**src/rtl/seq_chunk_adder_pkg.sv**
```systemverilog
// Shared types and sizing helpers for the chunked sequential adder.
package seq_chunk_adder_pkg;

   typedef enum logic [1:0] {IDLE, CALC, DONE} state_t;

   function automatic int unsigned nchunk_of(input int unsigned width, input int unsigned chunk);
      return width / chunk;
   endfunction

   // Chunk index width; a single-chunk configuration still needs a 1-bit index.
   function automatic int unsigned idx_width(input int unsigned width, input int unsigned chunk);
      int unsigned n;
      n = width / chunk;
      return (n > 1) ? 32'($clog2(n)) : 32'd1;
   endfunction

endpackage

```
**src/rtl/chunk_ripple_adder.sv**
```systemverilog
// Combinational CHUNK-bit ripple of full-adder cells; also exposes the carry into the top bit.
module chunk_ripple_adder #(
   parameter int unsigned CHUNK = 4
) (
   input  logic [CHUNK-1:0] a_slice,
   input  logic [CHUNK-1:0] b_slice,
   input  logic             cin,
   output logic [CHUNK-1:0] sum_slice,
   output logic             cout,
   output logic             c_msb_in
);

   logic carry;

   always_comb begin
      carry     = cin;
      c_msb_in  = 1'b0;
      sum_slice = '0;
      for (int i = 0; i < int'(CHUNK); i++) begin
         c_msb_in     = carry;
         sum_slice[i] = a_slice[i] ^ b_slice[i] ^ carry;
         carry        = (a_slice[i] & b_slice[i]) | (carry & (a_slice[i] ^ b_slice[i]));
      end
      cout = carry;
   end

endmodule

```
**src/rtl/seq_chunk_adder.sv**
```systemverilog
// Multi-cycle add/subtract: one CHUNK-bit slice per clock with a registered carry, valid/ready on both sides.
module seq_chunk_adder
   import seq_chunk_adder_pkg::*;
#(
   parameter int unsigned WIDTH = 16,
   parameter int unsigned CHUNK = 4
) (
   input  logic             clk,
   input  logic             rst,
   input  logic             in_valid,
   output logic             in_ready,
   input  logic [WIDTH-1:0] a,
   input  logic [WIDTH-1:0] b,
   input  logic             c_in,
   input  logic             sub,
   output logic             out_valid,
   input  logic             out_ready,
   output logic [WIDTH-1:0] sum,
   output logic             c_out,
   output logic             overflow
);

   localparam int unsigned NCHUNK = nchunk_of(WIDTH, CHUNK);
   localparam int unsigned IDXW   = idx_width(WIDTH, CHUNK);

   if (WIDTH < 1 || CHUNK < 1 || (WIDTH % CHUNK) != 0) begin : g_bad_params
      $error("seq_chunk_adder: CHUNK must be >= 1 and divide WIDTH");
   end

   state_t            state;
   logic [WIDTH-1:0]  a_q;
   logic [WIDTH-1:0]  b_q;
   logic              carry;
   logic [IDXW-1:0]   idx;
   logic [CHUNK-1:0]  a_slice;
   logic [CHUNK-1:0]  b_slice;
   logic [CHUNK-1:0]  sum_slice;
   logic              slice_cout;
   logic              slice_c_msb;
   logic              last;

   assign a_slice = a_q[idx*CHUNK +: CHUNK];
   assign b_slice = b_q[idx*CHUNK +: CHUNK];
   assign last    = (idx == IDXW'(NCHUNK - 1));

   chunk_ripple_adder #(.CHUNK(CHUNK)) u_slice (
      .a_slice   (a_slice),
      .b_slice   (b_slice),
      .cin       (carry),
      .sum_slice (sum_slice),
      .cout      (slice_cout),
      .c_msb_in  (slice_c_msb)
   );

   // Subtract is folded in at capture: B inverted, carry seeded with 1.
   always_ff @(posedge clk) begin
      if (rst) begin
         state     <= IDLE;
         in_ready  <= 1'b1;
         out_valid <= 1'b0;
         sum       <= '0;
         c_out     <= 1'b0;
         overflow  <= 1'b0;
         a_q       <= '0;
         b_q       <= '0;
         carry     <= 1'b0;
         idx       <= '0;
      end else begin
         case (state)
            IDLE: begin
               if (in_valid && in_ready) begin
                  a_q      <= a;
                  b_q      <= sub ? ~b : b;
                  carry    <= sub ? 1'b1 : c_in;
                  idx      <= '0;
                  in_ready <= 1'b0;
                  state    <= CALC;
               end
            end
            CALC: begin
               sum[idx*CHUNK +: CHUNK] <= sum_slice;
               carry                   <= slice_cout;
               idx                     <= idx + IDXW'(1);
               if (last) begin
                  c_out     <= slice_cout;
                  overflow  <= slice_c_msb ^ slice_cout;
                  out_valid <= 1'b1;
                  state     <= DONE;
               end
            end
            DONE: begin
               if (out_ready) begin
                  out_valid <= 1'b0;
                  in_ready  <= 1'b1;
                  state     <= IDLE;
               end
            end
            default: state <= IDLE;
         endcase
      end
   end

endmodule

```
**config.mk**
```make
export PLATFORM = sky130hd
export DESIGN_NAME = seq_chunk_adder
export DESIGN_NICKNAME = d
export VERILOG_FILES = /design/src/rtl/seq_chunk_adder_pkg.sv /design/src/rtl/chunk_ripple_adder.sv /design/src/rtl/seq_chunk_adder.sv
export SDC_FILE = /design/constraint.sdc
export NUM_CORES = 1
export LEC_CHECK = 0
export CORE_AREA = 2 2 76 78
export CTS_BUF_LIST = sky130_fd_sc_hd__clkbuf_2 sky130_fd_sc_hd__clkbuf_4 sky130_fd_sc_hd__clkbuf_8
export DETAILED_ROUTE_END_ITERATION = 8
export DIE_AREA = 0 0 78 80
export PLACE_DENSITY = 0.85
export SLEW_MARGIN = 0
export SYNTH_ARGS = -nofsm -noshare
export SYNTH_HDL_FRONTEND = slang
export SYNTH_HIERARCHICAL = 1
export SYNTH_SLANG_ARGS = --single-unit
```
**constraint.sdc**
```tcl
create_clock -name clk -period 3.4 [get_ports clk]
set_input_delay 0.34 -clock clk [delete_from_list [all_inputs] [get_ports clk]]
set_output_delay 0.34 -clock clk [all_outputs]
set_load 0.05 [all_outputs]
```
==> impl_metrics.yaml, run 1 <==
setup_path:
  cp_cell_sequence: "mux4_2, fa_1, inv_1, fa_1, fa_1, inv_1, fa_1, nand4_1, a21oi_1"
  path_max_fanout: 6
  worstSetupPathType: "flip-flop to flip-flop"
  startpoint_type: "flip-flop"
  crit_path_end_kind: "flip-flop"
  critPathMostFrequentCell: "fa_1"
  arrival_ns: 3.14
  reg2reg_slack_ns: 0.52
  cp_data_required_time_ns: 3.66
  critical_path.max_stage_delay_ns: 0.57
  crit_slowest_cell: "mux4_2"
synthesis:
  synth_cell_types: 35
  ys_seq_elements: 57
  syn_inst: 290
  ys_warn_count: 6
  post-synth-top-area-cell: "dfxtp_1"
  syn_nets: 338
  synth_top_area_share_pct: 41.1
  synth.yosys.seq_area_share_pct: 41.1
  synth_area_per_cell_um2: 9.57
  synth_area_um2: 2780
  yosys-top-cells-area: "dfxtp_1 (41%), a211oi_2 (7.2%), mux4_2 (6.5%)"
drt:
  wl_per_cell_um: 14.5
  routed_wl_um: 6060
  vias: 2254
  via_per_inst: 5.39
  drc: 0
  antenna_left: 0
  dr.pass1.iters: 4
  drt_iter0_drc: 152
clock_tree:
  cts_buffers: 9
  clockRootBuffer: "clkbuf_8"
  clock_latency_ns: 0.34
  post_cts_resized: 0
  cts_sinks: 57
  cts_hold_buf: 0
  htreeDepth: 3
  cts_tree: "built"
  postCtsSetupRepairBufs: 0
  cts_buffer_depth: 2
  clk_pin_slew_ns: 0.06
global_route:
  grtUsageMet2_pct: 36.5
  grt_pass1_vias: 2259
  overflow: 0
  busiest_layer: "met2"
  gr-usage-met3_pct: 5.32
  grt_antenna_before_repair: 0
  track_usage_pct: 20.8
  grt_pass1_wl_um: 10100
  grt_util_met1_pct: 23.0
  grt_max_degree: 39
placement:
  placed_cells: 402
  io_buffers: 57
  dp_hpwl_um: 4140
  place_ws_ns: 0.565
  routabilityCongestion: 0.826
timing:
  fin_crit_ns: 2.88
  setup_tns_ns: 0
  finalHoldViolCount: 0
  drv_slew: 0
  max_freq_ghz: 0.348
  relSlewSlack_pct: 42.4
  skew_ns: 0.00834
  setup_viol: 0
  worst_slew_pin_slew_ns: 0.861
  rsz0062_at_grt: "false"
  timing.final.ws_setup_ns: 0.522
  min_period_over_period_pct: 84.6
die:
  core_area_um2: 5410
  ios: 58
  die_w_um: 78
  dieArea_um2: 6240
  die_height_um: 80
  rows: 27
  start_util_pct: 51.4
power_and_ir_drop:
  vdd_drop_max_v: 0.000257
  power_density_nw_per_um2: 468
  total_power_mw: 1.65
  power_leakage_nw: 1.22
cells_and_area:
  final_common_cell: "dfxtp_1"
  fin_nets: 389
  syn_to_final_growth_pct: 26.9
  drive_gt1_share_pct: 14.7
  stdcell_count: 418
  num_antenna_cells: 0
  layout_common_cells: "dfxtp_1 (57), clkdlybuf4s50_1 (56), nand2_1 (45)"
run:
  maxCapViolations: 0
run_status:
  status: "completed"
hold_path:
  hold_class: "flip-flop to flip-flop"
==> synth_stat cells <==
| library cell | instances |
|---|---|
| dfxtp_1 | 57 |
| nand2_1 | 45 |
| a21oi_1 | 31 |
| nor2_1 | 20 |
| inv_1 | 18 |
| a211oi_2 | 16 |
| xnor2_1 | 16 |
| nand4_1 | 10 |
| mux4_2 | 8 |
| o32ai_1 | 8 |
| buf_2 | 7 |
| nand2b_1 | 7 |
| buf_4 | 6 |
| ha_1 | 6 |
| clkbuf_1 | 4 |
| fa_1 | 4 |
| nand3_1 | 4 |
| nand3b_1 | 3 |
| and3b_2 | 2 |
| buf_6 | 2 |
| nor2b_1 | 2 |
| a2bb2oi_1 | 1 |
| a31oi_1 | 1 |
| and4bb_1 | 1 |
| buf_1 | 1 |
| clkbuf_8 | 1 |
| nand4bb_1 | 1 |
| nor2b_2 | 1 |
| nor3_1 | 1 |
| nor3b_2 | 1 |
| nor4b_2 | 1 |
| o21ai_0 | 1 |
| o21ai_1 | 1 |
| o21bai_1 | 1 |
| xor2_1 | 1 |
==> critical path: cells and delay by family, from the launching register on <==
family	cells	cell delay [ns]
fa+ha+maj	4	1.33
flops	1	0.48
compound gates	1	0.18
simple gates	1	0.11
buf+inv	2	0.16
mux	1	0.57
==> sequential cells by signal, summed over array words and instances (netlist names) <==
register,flops
b_q,16
a_q,16
overflow,1
carry,1
in_ready,1
state,2
out_valid,1
sum,16
idx,2
c_out,1
==> power breakdown <==
part	switching (mW)	internal [mW]	leakage, nW	total, mW
registers	0.0273	0.708	0.465	0.736
logic	0.165	0.136	0.648	0.302
clock network	0.262	0.350	0.106	0.611
==> metrics by stage <==
step           area [µm²]  hold slack, ns  utilization [%]
2_1_floorplan        2780           0.433                -
3_3_place_gp         3330           0.440             61.6
3_5_place_dp         3330           0.445             61.6
4_1_cts              3520           0.453             65.2
5_1_grt              3520           0.478             65.2
6_report             3520           0.453             65.2
==> path summary, 6_finish.rpt <==
path                        start  cells after the start              endpoint
max           idx[1]$_SDFFE_PP0P_                      9   sum[3]$_SDFFE_PP0P_
min          sum[14]$_SDFFE_PP0P_                      2  sum[14]$_SDFFE_PP0P_
max reg2reg   idx[1]$_SDFFE_PP0P_                      9   sum[3]$_SDFFE_PP0P_
min reg2reg  sum[14]$_SDFFE_PP0P_                      2  sum[14]$_SDFFE_PP0P_
==> layer usage <==
metal	vias up	part of all wire, %
met5	-	0
met4	0	2.6
met3	19	5.7
met2	76	50
met1	1061	41
li1	1098	-
==> kinds of logic (layout without fill, tap and decap cells) <==
logic type,count (synthesis),in the layout,share of synthesized area [%]
flip-flops,57,57,41.1
multiplexers,8,8,6.49
XOR/XNOR,17,17,5.36
buffers and inverters,39,95,7.30
AO/OA/AOI/OAI,60,60,16.5
AND/OR/NAND/NOR,99,99,17.7
adder cells (fa/ha/maj),10,10,5.59
==> area by class of cell <==
type | instances | area, µm²
Fill cell | 449 | 1880
Multi-Input combinational cell | 194 | 1430
Sequential cell | 57 | 1140
Timing Repair Buffer | 61 | 596
Clock buffer | 14 | 186
Tap cell | 72 | 90.1
Inverter | 18 | 67.6
Clock inverter | 2 | 10.0
Power figures use the tool's default switching activity.
==> run 2: changes to the inputs <==
==> constraint.sdc (replaced) <==
create_clock -name clk -period 2.7 [get_ports clk]
set_input_delay 0.27 -clock clk [delete_from_list [all_inputs] [get_ports clk]]
set_output_delay 0.27 -clock clk [all_outputs]
set_load 0.05 [all_outputs]
==> run 2 against run 1 <==
Die area unchanged. Sequential cell count unchanged. Hold slack got worse by 0.025 ns. Sequential power increased by 26%. Register-to-register slack got worse by 0.42 ns. Via count fell by 2.0%. Critical path type unchanged. Largest power group unchanged.
==> impl_metrics.yaml, run 2 (synthesis results as in run 1) <==
die:
  start_util_pct: 51.4
  core_area_um2: 5410
  dieArea_um2: 6240
  die_w_um: 78
  ios: 58
  rows: 27
  die_height_um: 80
timing:
  finalHoldViolCount: 0
  rsz0062_at_grt: "true"
  drv_slew: 0
  setup_viol: 0
  setup_tns_ns: 0
  max_freq_ghz: 0.385
  skew_ns: 0.00594
  worst_slew_pin_slew_ns: 0.593
  relSlewSlack_pct: 60.5
  fin_crit_ns: 2.60
  min_period_over_period_pct: 96.3
cells_and_area:
  postLayoutCellArea_um2: 3580
  multi_input_area_um2: 1440
  drive_gt1_share_pct: 17.5
  layout_common_cells: "clkdlybuf4s50_1 (56), dfxtp_1 (55), nand2_1 (45)"
  final_common_cell: "clkdlybuf4s50_1"
  fin_nets: 392
  num_antenna_cells: 0
  seq_area_um2: 1150
  fillers: 439
  syn_to_final_growth_pct: 28.9
  top_regs: "a_q: 16 flops, b_q: 16 flops, sum: 16 flops"
power_and_ir_drop:
  p_switching_mw: 0.572
  power_frac_seq_pct: 43.5
  switching_share_pct: 26.9
  p_int_mw: 1.55
  power_density_nw_per_um2: 594
  combPwrFrac_pct: 18.5
  clock_power_share_pct: 37.9
  vdd_drop_max_v: 0.000306
  power_leakage_nw: 1.23
clock_tree:
  clockRootBuffer: "clkbuf_8"
  cts_sinks: 57
  clk_pin_slew_ns: 0.06
  postCtsSetupRepairBufs: 0
  cts_buffers: 9
  cts_tree: "built"
  cts_hold_buf: 0
  htreeDepth: 3
  cts_buffer_depth: 2
  clock_latency_ns: 0.34
setup_path:
  startpoint_type: "flip-flop"
  r2r_end: "sum[3]$_SDFFE_PP0P_"
  path_max_fanout: 3
  ff2ff_path_depth: 9
  arrival_ns: 2.87
  crit_path_end_kind: "flip-flop"
  reg2reg_slack_ns: 0.10
  cp_data_required_time_ns: 2.97
  worstSetupPathType: "flip-flop to flip-flop"
  r2r_start: "idx[0]$_SDFFE_PP0P_"
hold_path:
  hold_depth: 2
  hold_class: "primary input to flip-flop"
  holdPathEnd: "out_valid$_SDFFE_PP0P_"
  hp-start: "rst"
drt:
  antenna_left: 0
  drc: 0
  routed_wl_um: 5840
  dr.pass1.iters: 4
  drt_iter0_drc: 190
  wl_per_cell_um: 13.9
  vias: 2210
  via_per_inst: 5.26
global_route:
  grt_antenna_before_repair: 0
  track_usage_pct: 20.5
  grt_max_degree: 50
  grt_pass1_vias: 2204
  overflow: 0
  grt_pass1_wl_um: 9930
placement:
  routabilityCongestion: 0.831
  dp_hpwl_um: 4070
  placed_cell_area_um2: 3380
  io_buffers: 57
run:
  maxCapViolations: 0
run_status:
  status: "completed"
run 2: cell count changes in the layout (fill, tap and decap cells not counted):
cell and change:
fa_2 +4, dfxtp_4 +1, buf_4 +1, bufinv_16 +1, dfxtp_1 -2, buf_6 +1, fa_1 -4, dfxtp_2 +1
clkbuf_8 -2, buf_12 +1, inv_2 +2, inv_1 -2
run 2: critical path: stages, from the launching register on:
cell and delay, ns:
dfxtp_4 0.36, mux4_2 0.51, fa_2 0.37, inv_2 0.07, fa_2 0.20, fa_2 0.19
inv_2 0.05, fa_2 0.55, nand4_1 0.10, a21oi_1 0.14
run 2: per-layer routing:
layer	wire length [µm]	global-route usage, %	vias up
li1	-	-	1104
met1	2630	25.1	1028
met2	2750	32.9	65
met3	321	6.56	13
met4	128	9.47	0
met5	0	0	-
run 2: area by class of cell:
class / instances / area share, %
clock buffers: 12 / 4.44
clock inverters: 3 / 1.12
inverters: 18 / 1.89
multi-input cells: 194 / 40.3
flip-flops and latches: 57 / 32.0
well taps: 72 / 2.52
repair buffers: 64 / 17.7
run 2: power by group through the flow:
| stage | Combinational [mW] | Sequential, mW | Clock [mW] |
|---|---|---|---|
| 3_5_place_dp | 0.389 | 0.942 | 0 |
| 3_3_place_gp | 0.380 | 0.941 | 0 |
| 5_1_grt | 0.429 | 0.932 | 0.855 |
| 4_1_cts | 0.392 | 0.925 | 0.819 |
| 6_report | 0.394 | 0.925 | 0.806 |
| 2_1_floorplan | 0.269 | 0.949 | 0 |
run 2: how the worst max path moves through the flow:
stage,from,end,slack (ns)
final,idx[0]$_SDFFE_PP0P_,sum[3]$_SDFFE_PP0P_,0.10
after global placement,idx[1]$_SDFFE_PP0P_,sum[15]$_SDFFE_PP0P_,0.12
after CTS,idx[1]$_SDFFE_PP0P_,sum[15]$_SDFFE_PP0P_,0.06
after floorplan,idx[1]$_SDFFE_PP0P_,sum[15]$_SDFFE_PP0P_,0.009
after global routing,idx[0]$_SDFFE_PP0P_,sum[15]$_SDFFE_PP0P_,-0.004
after detailed placement,idx[1]$_SDFFE_PP0P_,sum[15]$_SDFFE_PP0P_,0.07
run 2: per-stage QoR:
stage	instances	power, mW	hold slack, ns	util, %	setup slack, ns
after floorplan	290	1.22	0.406	-	0.00911
after global placement	405	1.32	0.442	62.5	0.121
after detailed placement	405	1.33	0.448	62.5	0.0726
after CTS	420	2.14	0.401	66.1	0.0625
after global routing	420	2.22	0.437	66.2	-0.00386
final	420	2.13	0.428	66.2	0.101
run 2: what timing repair did:
item,in CTS,in global routing
resized for setup,0,2
endpoints found under the setup margin,0,5
hold endpoints to repair,0,0
==> variant 1: new RTL, config.mk and constraints of run 1 <==
The parameter `WIDTH` goes from 16 to 12.
--- a/src/rtl/seq_chunk_adder.sv
+++ b/src/rtl/seq_chunk_adder.sv
@@ -2,7 +2,7 @@
 module seq_chunk_adder
    import seq_chunk_adder_pkg::*;
 #(
-   parameter int unsigned WIDTH = 16,
+   parameter int unsigned WIDTH = 12,
    parameter int unsigned CHUNK = 4
 ) (
    input  logic             clk,
Ports: changed (resized a, b and sum); port bits go from 58 to 46. No check against the original RTL was run, so the function may have changed too.
==> variant 1 against run 1 <==
- synthesized area fell by 20%
- cell area shrank 22%
- sequential cell count decreased by 12
- total power fell by 30%
- core utilization shrank 14 points
- wire length decreased by 26%
- largest power group unchanged
- worst setup slack worse by 0.22 ns
- synthesized cell count shrank 13%
- largest cell class unchanged
==> variant 1: results <==
metrics = {
    "status": {
        "outcome": "finished clean",
    },
    "place": {
        "gp_congestion": 0.765,
        "dp.cells": 353,
        "hpwlAfterDp_um": 3250,
        "dpl_cell_area_sq_um": 2660,
    },
    "min_path": {
        "holdPathEnd": "sum[9]$_SDFFE_PP0P_",
        "hp-start": "sum[9]$_SDFFE_PP0P_",
    },
    "drt": {
        "dr_wl_met2_um": 2210,
        "wl_met3_um": 196,
        "drt-total-wl_um": 4460,
        "drt-initial-drc-count": 137,
    },
    "worst_setup_path": {
        "cp_max_fo": 11,
        "rrSetupSlack_ns": 0.31,
        "slowest_stage": "dfxtp_1",
        "critPathMaxStageDelay_ns": 0.61,
    },
    "yosys": {
        "synth_cells": 252,
        "syn_nets": 291,
        "synth_cell_type_count": 36,
        "synthTopCellsByCount": "dfxtp_1 (45), nand2_1 (42), a21oi_1 (24), nor2_1 (21)",
    },
    "sta": {
        "hold-worst-slack_ns": 0.455,
        "clock.fmax_mhz": 323,
    },
    "cts": {
        "cts.htree.levels": 2,
        "cts.clk_slew.worst_paths_ns": 0.08,
        "clock_latency_ns": 0.30,
    },
    "pwr": {
        "peakVddDrop_mv": 0.214,
        "p_leak_nw": 0.940,
    },
    "grt": {
        "track_usage_pct": 15.0,
        "grt_pass1_wl_um": 7560,
    },
    "final_layout": {
        "num-fill-cells": 518,
        "fin_cells": 360,
        "drive_gt1_share_pct": 6.60,
        "nets": 327,
    },
}
==> variant 1: changes by cell type after synthesis, moves of 3 or more <==
cell             run 1  this run
o22ai_1              0         8
mux2i_1              0         8
a32oi_1              0         8
xnor2_1             16        12
nand4_1             10         4
o32ai_1              8         0
a211oi_1             0         7
a211oi_2            16         5
nand2_1             45        42
inv_1               18        12
nand2b_1             7         2
mux4_2               8         0
dfxtp_1             57        45
a21oi_1             31        24
==> variant 1: worst max-delay path: cells and delay by family (launching register included) <==
| family | cells | cell delay (ns) |
|---|---|---|
| mux | 1 | 0.14 |
| compound gates | 2 | 0.51 |
| buf+inv | 2 | 0.16 |
| fa+ha+maj | 4 | 1.47 |
| flops | 1 | 0.61 |
| simple gates | 1 | 0.07 |
==> variant 1: power breakdown <==
group / internal (W) / total, W / switching, W / leakage (nW)
clock: 0.000169 / 0.000334 / 0.000164 / 0.0477
combinational: 0.000108 / 0.000240 / 0.000133 / 0.525
sequential: 0.000559 / 0.000586 / 0.0000270 / 0.367
total: 0.000836 / 0.00116 / 0.000324 / 0.940
==> variant 1: layout make-up <==
class / count / area, sq um / area share, %
well taps: 72 / 90.1 / 3.27
repair buffers: 49 / 480 / 17.5
flip-flops and latches: 45 / 901 / 32.7
multi-input cells: 175 / 1140 / 41.6
inverters: 12 / 45.0 / 1.64
clock buffers: 7 / 90.1 / 3.27
==> variant 1: cell families (layout without fill, tap and decap cells) <==
group / after synthesis / count (layout) / synth area share [%]
simple gates: 88 / 88 / 18.8
flops: 45 / 45 / 40.5
mux: 8 / 8 / 3.60
xor+xnor: 13 / 13 / 5.12
fa+ha+maj: 9 / 9 / 6.41
buf+inv: 32 / 68 / 8.09
compound gates: 57 / 57 / 17.5
==> variant 2: new RTL, flow settings as in run 1 <==
Made on the original files. Put one more register stage on the output `overflow`, cleared by the reset. The value now appears one clock later. The other outputs are not delayed to match.
--- a/src/rtl/seq_chunk_adder.sv
+++ b/src/rtl/seq_chunk_adder.sv
@@ -22,6 +22,8 @@
 
    localparam int unsigned NCHUNK = nchunk_of(WIDTH, CHUNK);
    localparam int unsigned IDXW   = idx_width(WIDTH, CHUNK);
+
+   logic overflow_s0;
 
    if (WIDTH < 1 || CHUNK < 1 || (WIDTH % CHUNK) != 0) begin : g_bad_params
       $error("seq_chunk_adder: CHUNK must be >= 1 and divide WIDTH");
@@ -60,7 +62,7 @@
          out_valid <= 1'b0;
          sum       <= '0;
          c_out     <= 1'b0;
-         overflow  <= 1'b0;
+         overflow_s0 <= 1'b0;
          a_q       <= '0;
          b_q       <= '0;
          carry     <= 1'b0;
@@ -83,7 +85,7 @@
                idx                     <= idx + IDXW'(1);
                if (last) begin
                   c_out     <= slice_cout;
-                  overflow  <= slice_c_msb ^ slice_cout;
+                  overflow_s0 <= slice_c_msb ^ slice_cout;
                   out_valid <= 1'b1;
                   state     <= DONE;
                end
@@ -100,5 +102,13 @@
       end
    end
 
+   always_ff @(posedge clk) begin
+      if (rst) begin
+         overflow <= '0;
+      end else begin
+         overflow <= overflow_s0;
+      end
+   end
+
 endmodule
 
Behaviour: not the same (Yosys sat finds a counterexample within 10 cycles, from zero or initial values and one cycle with rst high).
==> variant 2 against run 1 <==
- largest power group unchanged
- maximum frequency up 1.5%
- wire length down 5.1%
- total power up 3.6%
- cell area up 2.4%
- count of clock-buffer cells in the layout unchanged
- combinational power up 1%
- highest routed layer unchanged
- non-clock buffer count down 1
- worst setup slack better by 0.041 ns
- sequential cell count up 1
- synthesized area up 3.7%
==> variant 2: results <==
metrics = {
    "drt": {
        "vias_per_cell": 5.36,
        "wl_per_cell_um": 13.7,
        "wl_met3_um": 291,
        "drt-total-wl_um": 5750,
        "dr_wl_met2_um": 2900,
        "drt-initial-drc-count": 176,
    },
    "final_layout": {
        "num-fill-cells": 446,
        "area.growth.synth_to_final_pct": 25.3,
        "drive_gt1_share_pct": 14.4,
        "nets": 390,
    },
    "yosys": {
        "syn_nets": 342,
        "synth_cell_type_count": 36,
        "yosys-top-cells-area": "dfxtp_1 (40%), a211oi_2 (7.0%), a21oi_1 (6.1%)",
        "synth_cells": 294,
        "synth.yosys.seq_area_share_pct": 40.3,
    },
    "min_path": {
        "hp-class": "input pin to flip-flop",
        "holdPathEnd": "sum[0]$_SDFFE_PP0P_",
        "hp-start": "rst",
    },
    "grt": {
        "track_usage_pct": 19.7,
        "grt_pass1_vias": 2207,
        "grt_max_degree": 50,
        "grt_pass1_wl_um": 9650,
    },
    "status": {
        "outcome": "finished clean",
    },
    "worst_setup_path": {
        "crit_arrival_ns": 3.11,
        "cp_max_fo": 9,
        "r2r_cells": 10,
        "rrSetupSlack_ns": 0.56,
    },
    "place": {
        "gp_congestion": 0.805,
        "place_ws_ns": 0.603,
    },
    "sta": {
        "maxSlewHeadroom_pct": 40.9,
        "clock.fmax_mhz": 353,
        "fin_worst_skew_ns": 0.0124,
    },
}
[variant 2: routing by layer]
layer / vias to the layer above / global-route usage (%)
li1: 1111 / -
met5: - / 0
met3: 10 / 6.45
met2: 56 / 34.8
met1: 1070 / 22.2
met4: 0 / 7.02
[variant 2: final cells by class]
| class | count | area share (%) |
|---|---|---|
| multi-input cells | 203 | 42.2 |
| flip-flops and latches | 58 | 32.2 |
| repair buffers | 60 | 16.3 |
| clock buffers | 14 | 4.82 |
| well taps | 72 | 2.50 |
| inverters | 10 | 1.04 |
| clock inverters | 2 | 0.971 |
[variant 2: critical path, stage by stage, from the launching register on]
cell     delay (ns)
dfxtp_1        0.42
buf_4          0.22
mux4_1         0.33
fa_1           0.43
inv_1          0.08
fa_1           0.19
fa_1           0.18
inv_1          0.07
fa_1           0.57
nand4_1        0.11
a21oi_1        0.17
[variant 2: metrics by stage]
stage / hold slack [ns] / total power (W)
after detailed placement: 0.444 / 0.00106
after CTS: 0.407 / 0.00172
after global placement: 0.439 / 0.00105
after global routing: 0.450 / 0.00178
final: 0.416 / 0.00171
after floorplan: 0.432 / 0.000981
[variant 2: where the power goes]
group | switching (W) | internal (W) | total [W] | leakage, nW
combinational | 0.000170 | 0.000135 | 0.000306 | 0.691
sequential | 0.0000252 | 0.000720 | 0.000745 | 0.474
clock | 0.000256 | 0.000402 | 0.000658 | 0.111
total | 0.000451 | 0.00126 | 0.00171 | 1.28
[variant 2: kinds of logic (layout without fill, tap and decap cells)]
kind of cell | after synthesis | in the layout | synth area share (%)
DFF | 58 | 58 | 40.3
AOI/OAI and AO/OA | 60 | 60 | 15.4
muxes | 8 | 8 | 6.78
and+or+nand+nor | 108 | 108 | 20.2
buffers and inverters | 33 | 86 | 6.78
xor gates and xnor gates | 17 | 17 | 5.17
adders and majority gates | 10 | 10 | 5.39
